### config.mk
export PLATFORM = sky130hd
export DESIGN_NAME = buffer_rd_arbiter
export DESIGN_NICKNAME = d
export VERILOG_FILES = /design/src/rtl/buf_arb_pkg.sv /design/src/rtl/rr_arbiter.sv /design/src/rtl/buffer_rd_arbiter.sv
export SDC_FILE = /design/constraint.sdc
export NUM_CORES = 1
export LEC_CHECK = 0
export ABC_AREA = 1
export BUFFER_PORTS_ARGS = -buffer_cell sky130_fd_sc_hd__buf_2
export CAP_MARGIN = 15
export CORE_AREA = 2 2 420 422
export DETAILED_ROUTE_END_ITERATION = 10
export DIE_AREA = 0 0 422 424
export HOLD_SLACK_MARGIN = 0.06
export PLACE_DENSITY = 0.31
export SLEW_MARGIN = 20
export SYNTH_ARGS = -nofsm -noshare
export SYNTH_HDL_FRONTEND = slang
export SYNTH_SLANG_ARGS = --single-unit
### constraint.sdc
create_clock -name clk -period 2.5 [get_ports clk]
set_input_delay 0.5 -clock clk [delete_from_list [all_inputs] [get_ports clk]]
set_output_delay 0.5 -clock clk [all_outputs]
set_load 0.01 [all_outputs]
### src/rtl/buf_arb_pkg.sv
`default_nettype none
// +--------------------------------------------------------------------------+
// | buf_arb_pkg : shared types/constants for buffer read-port arbitration     |
// | Revision    : 1.0                                                        |
// +--------------------------------------------------------------------------+
package buf_arb_pkg;

  localparam int c_buf_rd_lat_dflt = 4;
  // Wide enough for the largest supported requester count (8).
  localparam int c_tag_id_w = 3;

  function automatic int id_w(input int n);
    return (n <= 2) ? 1 : $clog2(n);
  endfunction

  typedef struct packed {
    logic                  vld;
    logic [c_tag_id_w-1:0] id;
  } rd_tag_t;

  typedef logic [31:0] stat_cnt_t;
  localparam stat_cnt_t c_stat_cnt_max = 32'hFFFF_FFFF;

endpackage
`default_nettype wire

### src/rtl/rr_arbiter.sv
`default_nettype none
// +--------------------------------------------------------------------------+
// | rr_arbiter : combinational one-hot round-robin grant, registered pointer |
// | Revision   : 1.0                                                         |
// +--------------------------------------------------------------------------+
module rr_arbiter
  import buf_arb_pkg::*;
#(
  parameter int NUM_REQ = 3,
  parameter int IDX_W   = id_w(NUM_REQ)
) (
  input  logic               clk,
  input  logic               rst_n,
  input  logic [NUM_REQ-1:0] req,
  output logic [NUM_REQ-1:0] gnt,
  output logic [IDX_W-1:0]   gnt_idx,
  output logic               gnt_any
);

  logic [IDX_W-1:0] r_ptr;

  always_comb begin
    int unsigned j;
    gnt     = '0;
    gnt_idx = '0;
    gnt_any = 1'b0;
    j       = 0;
    for (int k = 0; k < NUM_REQ; k++) begin
      j = int'(r_ptr) + k;
      if (j >= NUM_REQ) j = j - NUM_REQ;
      if (!gnt_any && req[j]) begin
        gnt[j]  = 1'b1;
        gnt_idx = IDX_W'(j);
        gnt_any = 1'b1;
      end
    end
  end

  always_ff @(posedge clk or negedge rst_n) begin
    if (!rst_n) begin
      r_ptr <= '0;
    end else if (gnt_any) begin
      r_ptr <= (int'(gnt_idx) == NUM_REQ - 1) ? '0 : gnt_idx + 1'b1;
    end
  end

endmodule
`default_nettype wire

### src/rtl/buffer_rd_arbiter.sv
`default_nettype none
// +--------------------------------------------------------------------------+
// | buffer_rd_arbiter : round-robin sharing of a feature-buffer read port,   |
// | tags reads through the fixed buffer latency and routes data back.        |
// | Optional: BUF_RD_ARB_STATS_EN adds saturating grant/stall counters.      |
// | Revision : 1.0                                                           |
// +--------------------------------------------------------------------------+
module buffer_rd_arbiter
  import buf_arb_pkg::*;
#(
  parameter int NUM_REQ    = 3,
  parameter int ADDR_W     = 11,
  parameter int DATA_W     = 512,
  parameter int BUF_RD_LAT = c_buf_rd_lat_dflt
) (
  input  logic                      clk,
  input  logic                      rst_n,
  input  logic [NUM_REQ-1:0]        req_valid,
  input  logic [NUM_REQ*ADDR_W-1:0] req_addr,
  output logic [NUM_REQ-1:0]        req_ready,
  output logic [NUM_REQ-1:0]        rsp_valid,
  output logic [DATA_W-1:0]         rsp_data,
  output logic                      buf_rd_addr_valid,
  output logic [ADDR_W-1:0]         buf_rd_addr,
  input  logic                      buf_rd_data_valid,
  input  logic [DATA_W-1:0]         buf_rd_data,
`ifdef BUF_RD_ARB_STATS_EN
  output logic [NUM_REQ*32-1:0]     stat_grant_cnt,
  output logic [NUM_REQ*32-1:0]     stat_stall_cnt,
`endif
  output logic                      err_unexp_rsp
);

  localparam int IDX_W = id_w(NUM_REQ);

  logic [NUM_REQ-1:0]    w_gnt;
  logic [IDX_W-1:0]      w_gnt_idx;
  logic                  w_gnt_any;
  logic [ADDR_W-1:0]     w_gnt_addr;
  logic [c_tag_id_w-1:0] r_issue_id;
  rd_tag_t               r_tag [BUF_RD_LAT];
  rd_tag_t               w_tail;
  logic [NUM_REQ-1:0]    w_rsp_hot;
  logic                  w_rsp_take;

  rr_arbiter #(
    .NUM_REQ (NUM_REQ),
    .IDX_W   (IDX_W)
  ) u_arb (
    .clk     (clk),
    .rst_n   (rst_n),
    .req     (req_valid),
    .gnt     (w_gnt),
    .gnt_idx (w_gnt_idx),
    .gnt_any (w_gnt_any)
  );

  assign req_ready = w_gnt;

  always_comb begin
    w_gnt_addr = '0;
    for (int i = 0; i < NUM_REQ; i++) begin
      if (w_gnt[i]) w_gnt_addr = req_addr[i*ADDR_W +: ADDR_W];
    end
  end

  always_ff @(posedge clk or negedge rst_n) begin
    if (!rst_n) begin
      buf_rd_addr_valid <= 1'b0;
      buf_rd_addr       <= '0;
      r_issue_id        <= '0;
    end else begin
      buf_rd_addr_valid <= w_gnt_any;
      buf_rd_addr       <= w_gnt_any ? w_gnt_addr : '0;
      r_issue_id        <= w_gnt_any ? c_tag_id_w'(w_gnt_idx) : '0;
    end
  end

  // Loaded from the issue register so the tail lines up with data_valid.
  always_ff @(posedge clk or negedge rst_n) begin
    if (!rst_n) begin
      for (int i = 0; i < BUF_RD_LAT; i++) r_tag[i] <= '0;
    end else begin
      r_tag[0] <= '{vld: buf_rd_addr_valid, id: r_issue_id};
      for (int i = 1; i < BUF_RD_LAT; i++) r_tag[i] <= r_tag[i-1];
    end
  end

  assign w_tail     = r_tag[BUF_RD_LAT-1];
  assign w_rsp_take = buf_rd_data_valid & w_tail.vld;

  always_comb begin
    w_rsp_hot = '0;
    for (int i = 0; i < NUM_REQ; i++) begin
      w_rsp_hot[i] = w_rsp_take && (w_tail.id == c_tag_id_w'(i));
    end
  end

  always_ff @(posedge clk or negedge rst_n) begin
    if (!rst_n) begin
      rsp_valid     <= '0;
      rsp_data      <= '0;
      err_unexp_rsp <= 1'b0;
    end else begin
      rsp_valid <= w_rsp_hot;
      rsp_data  <= w_rsp_take ? buf_rd_data : '0;
      if (buf_rd_data_valid ^ w_tail.vld) err_unexp_rsp <= 1'b1;
    end
  end

`ifdef BUF_RD_ARB_STATS_EN
  for (genvar i = 0; i < NUM_REQ; i++) begin : g_stats
    stat_cnt_t r_gcnt;
    stat_cnt_t r_scnt;

    always_ff @(posedge clk or negedge rst_n) begin
      if (!rst_n) begin
        r_gcnt <= '0;
        r_scnt <= '0;
      end else begin
        if (w_gnt[i] && (r_gcnt != c_stat_cnt_max)) r_gcnt <= r_gcnt + 1'b1;
        if (req_valid[i] && !w_gnt[i] && (r_scnt != c_stat_cnt_max))
          r_scnt <= r_scnt + 1'b1;
      end
    end

    assign stat_grant_cnt[i*32 +: 32] = r_gcnt;
    assign stat_stall_cnt[i*32 +: 32] = r_scnt;
  end
`endif

endmodule
`default_nettype wire

==> flow_summary.yaml, run 1 <==
status:
  run_status: "complete, but fails checks"
  failed_checks: "negative setup slack"
synthesis:
  syn_area_mm2: 0.0185
  synth_nets: 2336
  async_reset_ff_share_pct: 100
  synthFlopType: "sky130_fd_sc_hd__dfrtp_1"
  synth_enable_flop_cells: 0
  synth.avg_cell_area_um2: 10.4
  yosysWarningCount: 0
  yosys_register_bits: 544
  synth_cell_type_count: 26
  synth_seq_area_share_pct: 73.6
  synthesis.instances: 1780
placed_design:
  port-buffer-count: 1081
  post_dp_hpwl_mm: 84.6
  place_congestion: 0.850
floorplanning:
  area_of_the_core_region_mm2: 0.175
  floorplan.initialDensity_pct: 10.6
  fp.dieW_um: 422
  die_height_um: 424
  ioPinCount: 1082
  die-area_mm2: 0.179
  fp_rows: 154
global_routing:
  number_of_antenna_violations_at_the_first_check_in_global_routing: 23
  largest_net_degree_at_the_start_of_global_routing: 116
  grt.overflow.total: 0
  grt_pass1_wl_mm: 144
  number_of_global_route_vias_before_repair: 19039
  grtUsageTotal_pct: 11.4
timing:
  max_slew_margin_pct: 60.5
  finalHoldViolCount: 0
  report.final.slew_viol_count: 0
  holdWs_ps: 162
  setup-tns-final_ps: -806
  final_critical_path_setup_slack_ps: -294
  setup_violations: 3
  timing.clock.skew_ps: 33.6
  period_share_pct: 112
  achievable-frequency_ghz: 0.358
  grt_setup_unrepaired: "true"
  finalCriticalPeriod_ps: 2790
  worst_slew_pin_slew_ps: 593
drt:
  drt_iter0_markers: 770
  route.detailed.wl_per_inst_um: 17.9
  final_antenna_net_count: 0
  post-route-drc-count: 0
  routed-via-count: 17270
  routed_wl_mm: 105
  drt_first_pass_iters: 5
  vias_cell: 2.95
critical_path:
  timing.critical_path.arrival_ps: 2290
  req_time_crit_path_ps: 2000
  critical_path.startpoint_type: "register"
  crit_type: "reg2out"
  timing.critical_path.fanout_max: 8
  crit_path_end_kind: "primary output"
pwr:
  ir_worst_vdd_v: 0.000476
  power.density_mw_per_mm2: 836
  total_power_w: 0.0294
  p_leak_nw: 21.3
cts:
  ctsHtreeMaxLevel: 3
  cts_tree: "yes"
  clk_pin_slew_worst_paths_ps: 60
  cts-buffers-inserted: 74
  worstSkewPairLatency_ps: 700
  numClockSinks: 544
  root_buffer: "sky130_fd_sc_hd__clkbuf_16"
  clk_path_buf_depth: 3
job:
  max_cap_violations: 0
cells_and_area:
  area.growth.synth_to_final_pct: 90.3
  drive_above_1_share_pct: 37.1
  finalNetCount: 4014
  num-fill-cells: 19731
worst_hold_path:
  hold_path.class: "in2reg"
-- cells in the mapped netlist, types with 2 or more instances --
| cell | number | share of area [%] |
|---|---|---|
| sky130_fd_sc_hd__nand2_1 | 549 | 11 |
| sky130_fd_sc_hd__dfrtp_1 | 544 | 74 |
| sky130_fd_sc_hd__inv_1 | 522 | 11 |
| sky130_fd_sc_hd__clkbuf_1 | 57 | 1.2 |
| sky130_fd_sc_hd__nor2_1 | 27 | 0.55 |
| sky130_fd_sc_hd__nand3_1 | 17 | 0.46 |
| sky130_fd_sc_hd__nor2_2 | 12 | 0.41 |
| sky130_fd_sc_hd__o21ai_1 | 11 | 0.30 |
| sky130_fd_sc_hd__inv_2 | 6 | 0.12 |
| sky130_fd_sc_hd__buf_6 | 5 | 0.30 |
| sky130_fd_sc_hd__ha_1 | 5 | 0.34 |
| sky130_fd_sc_hd__nand2_2 | 5 | 0.17 |
| sky130_fd_sc_hd__nor3_1 | 3 | 0.081 |
| sky130_fd_sc_hd__buf_4 | 2 | 0.081 |
| sky130_fd_sc_hd__nand3_2 | 2 | 0.11 |
| sky130_fd_sc_hd__nand4_1 | 2 | 0.068 |
| sky130_fd_sc_hd__o21ai_0 | 2 | 0.054 |
-- metrics by stage --
step / setup WS, ps / util, % / cell area [um2] / cells
floorplan: 359 / - / 18500 / 1780
global placement: 120 / 15.5 / 27200 / 5186
detailed placement: 129 / 15.5 / 27200 / 5186
CTS: -412 / 20.1 / 35100 / 5851
global route: -493 / 20.1 / 35200 / 5856
finish: -294 / 20.1 / 35200 / 5861
-- placed cells by master (no fill, tap or decap), types with 10 or more instances in the layout --
master	instances
sky130_fd_sc_hd__buf_2	1077
sky130_fd_sc_hd__nand2_1	545
sky130_fd_sc_hd__dfrtp_1	543
sky130_fd_sc_hd__dlygate4sd3_1	527
sky130_fd_sc_hd__inv_1	517
sky130_fd_sc_hd__clkbuf_16	74
sky130_fd_sc_hd__buf_4	40
sky130_fd_sc_hd__nor2_1	27
sky130_fd_sc_hd__nand3_1	17
sky130_fd_sc_hd__buf_12	17
sky130_fd_sc_hd__clkbuf_8	13
sky130_fd_sc_hd__o21ai_1	12
sky130_fd_sc_hd__clkinv_2	11
sky130_fd_sc_hd__clkbuf_1	10
sky130_fd_sc_hd__bufinv_16	10
-- timing repair --
action / 4_1_cts / 5_1_grt
resized for setup: 17 / 11
endpoints found under the setup margin: 3 / 3
hold buffers: 527 / 0
pin swaps: 7 / 4
setup buffers: 8 / 1
endpoints found under the hold margin: 539 / 0
-- path summary, 6_finish.rpt --
path                                            start                        to  slack [ps]  cells past startpoint
min in group asynchronous                       rst_n   rsp_data[114]$_DFF_PN0_         420                      2
max in group asynchronous                       rst_n   rsp_data[242]$_DFF_PN0_        1240                      4
min                                      req_addr[16]  buf_rd_addr[5]$_DFF_PN0_         160                      5
max                        u_arb.r_ptr[1]$_DFFE_PN0P_              req_ready[2]        -290                     12
max reg2reg                u_arb.r_ptr[1]$_DFFE_PN0P_  buf_rd_addr[8]$_DFF_PN0_         480                     14
min reg2reg                       r_tag[13]$_DFF_PN0_        r_tag[9]$_DFF_PN0_         350                      0
-- state kept, by name, indices dropped and copies added (netlist names) --
register / flops
u_arb.r_ptr: 2
r_issue_id: 2
rsp_data: 512
buf_rd_addr: 11
rsp_valid: 3
r_tag: 12
buf_rd_addr_valid: 1
err_unexp_rsp: 1
-- critical path: stages, from the launching register on --
cell and delay, ps:
sky130_fd_sc_hd__dfrtp_2 440, sky130_fd_sc_hd__inv_2 100, sky130_fd_sc_hd__ha_4 190, sky130_fd_sc_hd__inv_4 40
sky130_fd_sc_hd__nand2_2 60, sky130_fd_sc_hd__nand3_2 100, sky130_fd_sc_hd__nand2_4 140, sky130_fd_sc_hd__inv_2 70
sky130_fd_sc_hd__nand2_2 60, sky130_fd_sc_hd__nand2_2 60, sky130_fd_sc_hd__nor2_4 160, sky130_fd_sc_hd__inv_2 70
sky130_fd_sc_hd__buf_6 130
-- layout make-up --
type	count	area, um2	share of cell area [%]
Clock inverter	33	522	1.48
Sequential cell	544	13600	38.7
Inverter	528	1990	5.65
Timing Repair Buffer	1666	11400	32.3
Multi-Input combinational cell	644	2700	7.68
Antenna cell	9	22.5	0.0640
Clock buffer	97	2070	5.87
Tap cell	2340	2930	8.31
-- report_power, final --
part	internal [W]	total, W	switching (W)
clock network	0.00690	0.0114	0.00447
registers	0.0100	0.0105	0.000480
logic	0.00305	0.00758	0.00454
-- cells by family after synthesis --
kind of cell | after synthesis | synth area share, %
buf+inv | 592 | 12.3
simple gates | 622 | 13.3
compound gates | 17 | 0.541
flops | 544 | 73.6
fa+ha+maj | 5 | 0.338
-- metal layers --
| metal | wire length, um | track usage, % |
|---|---|---|
| met5 | 59 | 0 |
| met4 | 2880 | 4.46 |
| met3 | 6130 | 3.14 |
| met2 | 53800 | 19.8 |
| met1 | 41800 | 13.3 |
No activity file was read; power rests on OpenSTA's default activity.
==> inputs of run 2 (changes only) <==
CTS_CLUSTER_DIAMETER = 150   (was unset)
GPL_ROUTABILITY_DRIVEN = 0   (was unset)
RECOVER_POWER = 25   (was unset)
==> flow_summary.yaml, run 2 (synthesized netlist as in run 1, its figures left out) <==
status:
  run_status: "complete, but fails checks"
  failed_checks: "negative setup slack"
timing:
  report.final.slew_viol_count: 0
  achievable-frequency_ghz: 0.358
  finalHoldViolCount: 0
  max_slew_margin_pct: 0.390
  worst_slew_pin_slew_ps: 1490
  period_share_pct: 112
  grt_setup_unrepaired: "true"
  timing.clock.skew_ps: 35.5
  finalCriticalPeriod_ps: 2790
  final_critical_path_setup_slack_ps: -294
  setup_violations: 3
cts:
  clk_pin_slew_worst_paths_ps: 60
  cts_tree: "yes"
  ctsHtreeMaxLevel: 3
  cts-buffers-inserted: 74
  numClockSinks: 544
  worstSkewPairLatency_ps: 700
  clk_path_buf_depth: 3
  root_buffer: "sky130_fd_sc_hd__clkbuf_16"
critical_path:
  cp-startpoint: "u_arb.r_ptr[1]$_DFFE_PN0P_"
  rr_startpoint: "r_tag[3]$_DFF_PN0_"
  critical_path.cell_chain: "inv_2 -> ha_4 -> inv_4 -> nand2_2 -> nand3_2 -> nand2_4 -> inv_2 -> nand2_2 -> nand2_2 -> nor2_4 -> inv_2 -> buf_6"
  critical-path-max-stage-delay_ps: 440
  slowest_stage: "sky130_fd_sc_hd__dfrtp_2"
  timing.critical_path.arrival_ps: 2290
  crit_path_end_kind: "primary output"
  critical_path.startpoint_type: "register"
  crit_type: "reg2out"
  req_time_crit_path_ps: 2000
  timing.critical_path.fanout_max: 8
cells_and_area:
  area.growth.synth_to_final_pct: 89.4
  mostFrequentLayoutCell: "sky130_fd_sc_hd__buf_2"
  finish.utilization_pct: 20.0
  top_regs: "rsp_data (512), r_tag (12), buf_rd_addr (11)"
  largest-register: "rsp_data"
  fin_cells: 5862
  num-fill-cells: 19755
  finalNetCount: 4014
  commonest_cells_after_routing_fill_and_taps_aside: "sky130_fd_sc_hd__buf_2 (1077), sky130_fd_sc_hd__nand2_1 (545), sky130_fd_sc_hd__dfrtp_1 (543)"
  largest_register_ffs: 512
  post-route-cell-area_mm2: 0.0350
  drive_above_1_share_pct: 36.9
drt:
  drt_iter0_markers: 743
  routed-via-count: 17325
  post-route-drc-count: 0
  routed_wl_mm: 105
  route.detailed.wl_per_inst_um: 17.9
  final_antenna_net_count: 0
  drt_first_pass_iters: 5
  vias_cell: 2.96
global_routing:
  number_of_antenna_violations_at_the_first_check_in_global_routing: 23
  number_of_global_route_vias_before_repair: 19039
  grtUsageTotal_pct: 11.4
  grt_pass1_wl_mm: 144
  largest_net_degree_at_the_start_of_global_routing: 116
  grt.overflow.total: 0
pwr:
  clock_power_share_pct: 38.6
  power.share.sequential_pct: 35.7
  p_leak_nw: 21.2
  power.density_mw_per_mm2: 839
  switching_share_pct: 32.2
  p_switching_w: 0.00947
  ir_worst_vdd_v: 0.000476
  p_comb_share_pct: 25.6
  p_int_w: 0.0199
worst_hold_path:
  launch_instance_of_the_worst_min_delay_path: "req_addr[16]"
  hold_path.class: "in2reg"
job:
  max_cap_violations: 0
placed_design:
  preCtsSetupSlack_ps: 129
  post_dp_hpwl_mm: 84.6
  dp_cells: 5186
  port-buffer-count: 1081
  dpl-instance-area_mm2: 0.0272
floorplanning:
  die_height_um: 424
  die-area_mm2: 0.179
  area_of_the_core_region_mm2: 0.175
  fp_rows: 154
  ioPinCount: 1082
  fp.dieW_um: 422
  floorplan.initialDensity_pct: 10.6
run 2: cell count changes in the layout (fill, tap and decap cells not counted):
cell / delta
sky130_fd_sc_hd__clkbuf_2: +6
sky130_fd_sc_hd__buf_4: -5
sky130_fd_sc_hd__clkbuf_4: +4
sky130_fd_sc_hd__buf_6: +1
sky130_fd_sc_hd__ha_1: +1
sky130_fd_sc_hd__buf_12: -10
sky130_fd_sc_hd__ha_4: -1
sky130_fd_sc_hd__diode_2: +1
sky130_fd_sc_hd__buf_8: -1
sky130_fd_sc_hd__clkbuf_1: +5
run 2: final timing paths:
kind / end / slack (ps) / cells after the start
worst max-delay path: req_ready[2] / -290 / 12
worst min-delay path: buf_rd_addr[5]$_DFF_PN0_ / 160 / 5
min in group asynchronous: rsp_data[114]$_DFF_PN0_ / 770 / 2
worst max register to register: rsp_data[122]$_DFF_PN0_ / 100 / 5
max in group asynchronous: rsp_data[208]$_DFF_PN0_ / 100 / 4
worst min register to register: r_tag[9]$_DFF_PN0_ / 350 / 0
run 2: power groups by stage:
stage                     Combinational [W]  Sequential, W  Clock, W
after detailed placement            0.00663         0.0106         0
final                               0.00752         0.0105    0.0114
after global routing                0.00832         0.0106    0.0121
after floorplan                     0.00265         0.0111         0
after global placement              0.00665         0.0107         0
after CTS                           0.00766         0.0105    0.0118
run 2: routing by layer:
metal	track usage [%]	wire length, um	up-vias
met5	0	59	-
met3	3.14	6160	144
met1	13.3	41700	8407
met2	19.8	53900	513
li1	-	-	8251
met4	4.46	2880	10
run 2: cell type report:
| class | instances | area, um2 | area share, % |
|---|---|---|---|
| clock buffers | 97 | 2070 | 5.90 |
| well taps | 2340 | 2930 | 8.36 |
| multi-input cells | 644 | 2690 | 7.68 |
| diodes | 10 | 25.0 | 0.0714 |
| repair buffers | 1666 | 11200 | 32.0 |
| clock inverters | 33 | 522 | 1.49 |
| inverters | 528 | 1990 | 5.68 |
| flip-flops and latches | 544 | 13600 | 38.9 |
run 2: per-stage QoR:
step / hold WS [ps] / TNS, ps / total power [W]
2_1_floorplan: 204 / 0 / 0.0138
3_3_place_gp: 335 / 0 / 0.0173
3_5_place_dp: 336 / 0 / 0.0173
4_1_cts: 76.0 / -1140 / 0.0300
5_1_grt: 124 / -25000 / 0.0311
6_report: 162 / -806 / 0.0294
run 2: repair_timing:
action	in CTS	in global routing
buffers inserted	8	1
hold buffers	527	0
gates resized for setup	17	11
setup endpoints to repair	3	3
endpoints found under the hold margin	539	0
pin swaps	7	4
run 2: worst max-delay path: cells and delay by family (launching register included):
family,cells,cell delay (ps)
adder cells (fa/ha/maj),1,190
buffers and inverters,5,410
flip-flops,1,440
AND/OR/NAND/NOR,6,580
==> inputs of run 3 (changes only) <==
CORE_AREA = 2 2 416 418   (was 2 2 420 422)
DIE_AREA = 0 0 418 420   (was 0 0 422 424)
clock period = 3.45 ns   (was 2.5 ns; I/O delays follow)
==> flow_summary.yaml, run 3 (synthesized netlist as in run 1, its figures left out) <==
critical_path:
  crit_path_end_kind: "primary output"
  timing.critical_path.arrival_ps: 2520
  worstRegToRegCells: 5
  r2r_setup_slack_ps: 450
  req_time_crit_path_ps: 2760
  timing.critical_path.fanout_max: 5
  cp-startpoint: "u_arb.r_ptr[0]$_DFFE_PN0P_"
  rr_startpoint: "r_tag[3]$_DFF_PN0_"
  r2r_end: "rsp_data[371]$_DFF_PN0_"
  critPathCapture: "req_ready[0]"
  crit_type: "reg2out"
  critical_path.startpoint_type: "register"
floorplanning:
  die_height_um: 420
  ioPinCount: 1082
  die-area_mm2: 0.176
  fp_rows: 152
  area_of_the_core_region_mm2: 0.171
  fp.dieW_um: 418
  floorplan.initialDensity_pct: 10.8
placed_design:
  port-buffer-count: 1081
  preCtsSetupSlack_ps: 514
  post_dp_hpwl_mm: 90.7
cts:
  cts-buffers-inserted: 76
  worstSkewPairLatency_ps: 690
  ctsHtreeMaxLevel: 3
  clk_path_buf_depth: 3
  root_buffer: "sky130_fd_sc_hd__clkbuf_16"
  numClockSinks: 544
  clk_pin_slew_worst_paths_ps: 60
  cts_tree: "yes"
global_routing:
  grtUsageTotal_pct: 12.0
  grt.overflow.total: 0
  number_of_antenna_violations_at_the_first_check_in_global_routing: 104
  largest_net_degree_at_the_start_of_global_routing: 107
  number_of_global_route_vias_before_repair: 16272
  grt_pass1_wl_mm: 143
drt:
  routed-via-count: 15666
  vias_cell: 2.99
  routed_wl_mm: 110
  drt_first_pass_iters: 4
  final_antenna_net_count: 0
  route.detailed.wl_per_inst_um: 21.0
  post-route-drc-count: 0
  drt_iter0_markers: 845
timing:
  achievable-frequency_ghz: 0.311
  report.final.slew_viol_count: 108
  setup_violations: 0
  holdWs_ps: 186
  grt_setup_unrepaired: "false"
  worst_slew_pin_slew_ps: 1790
  setup-tns-final_ps: 0
  finalCriticalPeriod_ps: 3210
  period_share_pct: 93.1
  final_critical_path_setup_slack_ps: 239
  finalHoldViolCount: 0
  max_slew_margin_pct: -19.5
  timing.clock.skew_ps: 40.7
cells_and_area:
  finalNetCount: 3478
  num-fill-cells: 19374
  mostFrequentLayoutCell: "sky130_fd_sc_hd__buf_2"
  largest_register_ffs: 512
  top_regs: "rsp_data (512), r_tag (12), buf_rd_addr (11)"
  commonest_cells_after_routing_fill_and_taps_aside: "sky130_fd_sc_hd__buf_2 (1080), sky130_fd_sc_hd__nand2_1 (549), sky130_fd_sc_hd__dfrtp_1 (544)"
  largest-register: "rsp_data"
  drive_above_1_share_pct: 42.5
  area.growth.synth_to_final_pct: 59.6
status:
  failed_checks: "max-capacitance violations, max-slew violations"
  run_status: "complete, but fails checks"
pwr:
  power.density_mw_per_mm2: 707
  ir_worst_vdd_v: 0.000368
  p_leak_nw: 19.0
job:
  max_cap_violations: 4
worst_hold_path:
  launch_instance_of_the_worst_min_delay_path: "buf_rd_data[25]"
  hold_path.class: "in2reg"
  min_path_cells: 3
## run 3: cell count changes in the layout (fill, tap and decap cells not counted), moves of 6 or more
| cell | before | now |
|---|---|---|
| sky130_fd_sc_hd__buf_4 | 35 | 23 |
| sky130_fd_sc_hd__clkbuf_1 | 15 | 27 |
| sky130_fd_sc_hd__clkbuf_16 | 74 | 80 |
| sky130_fd_sc_hd__diode_2 | 10 | 20 |
| sky130_fd_sc_hd__dlygate4sd3_1 | 527 | 1 |
## run 3: worst min path at each step
stage	slack [ps]	endpoint
floorplan	330	r_tag[0]$_DFF_PN0_
global placement	340	r_tag[13]$_DFF_PN0_
detailed placement	330	r_tag[13]$_DFF_PN0_
CTS	80	rsp_data[25]$_DFF_PN0_
global route	120	rsp_data[0]$_DFF_PN0_
finish	190	rsp_data[25]$_DFF_PN0_
## run 3: critical path, cell delays in order (launching register included)
cell                      delay [ps]
sky130_fd_sc_hd__dfrtp_1         390
sky130_fd_sc_hd__inv_1            80
sky130_fd_sc_hd__ha_2            380
sky130_fd_sc_hd__inv_2            80
sky130_fd_sc_hd__nand2_2          60
sky130_fd_sc_hd__nand2_2          60
sky130_fd_sc_hd__a21oi_4         200
sky130_fd_sc_hd__nand3_4         110
sky130_fd_sc_hd__nor2_2          110
sky130_fd_sc_hd__nor2_2           60
sky130_fd_sc_hd__buf_12          140
sky130_fd_sc_hd__inv_1            50
sky130_fd_sc_hd__buf_2           120
## run 3: power breakdown
part / leakage [nW] / switching [W] / internal (W)
clock network: 1.27 / 0.00325 / 0.00510
logic: 10.6 / 0.00327 / 0.00162
registers: 7.10 / 0.000368 / 0.00726
## run 3: per-layer routing
metal  wire (um)  track usage, %  up-vias
li1            -               -     7196
met1       44400            14.4     7502
met2       53400            19.7      689
met3        7720            4.11      267
met4        4240            4.76       12
met5          82               0        -
## run 3: area by class of cell
| cell class | count | area (um2) | share of cell area [%] |
|---|---|---|---|
| antenna | 20 | 50.0 | 0.169 |
| clock buffer | 108 | 2230 | 7.54 |
| clock inverter | 26 | 388 | 1.31 |
| inverter | 528 | 1990 | 6.73 |
| multi-input combinational | 644 | 2640 | 8.95 |
| sequential | 544 | 13600 | 46.1 |
| tap | 2233 | 2790 | 9.46 |
| timing repair buffer | 1128 | 5830 | 19.7 |
## run 3: per-stage QoR
stage	util, %	area [um2]	total power [W]	instances
finish	17.3	29500	0.0209	5231
global route	17.3	29500	0.0221	5228
CTS	17.3	29600	0.0214	5209
detailed placement	15.7	26900	0.0127	5073
global placement	15.7	26900	0.0127	5073
floorplan	-	18500	0.00997	1780
## run 3: repair_timing
action / in CTS / in global routing
hold buffers: 1 / 0
resized for setup: 3 / 4
setup endpoints to repair: 2 / 2
endpoints found under the hold margin: 28 / 0
cloned: 0 / 0
buffers inserted: 1 / 2
pin swaps: 1 / 1
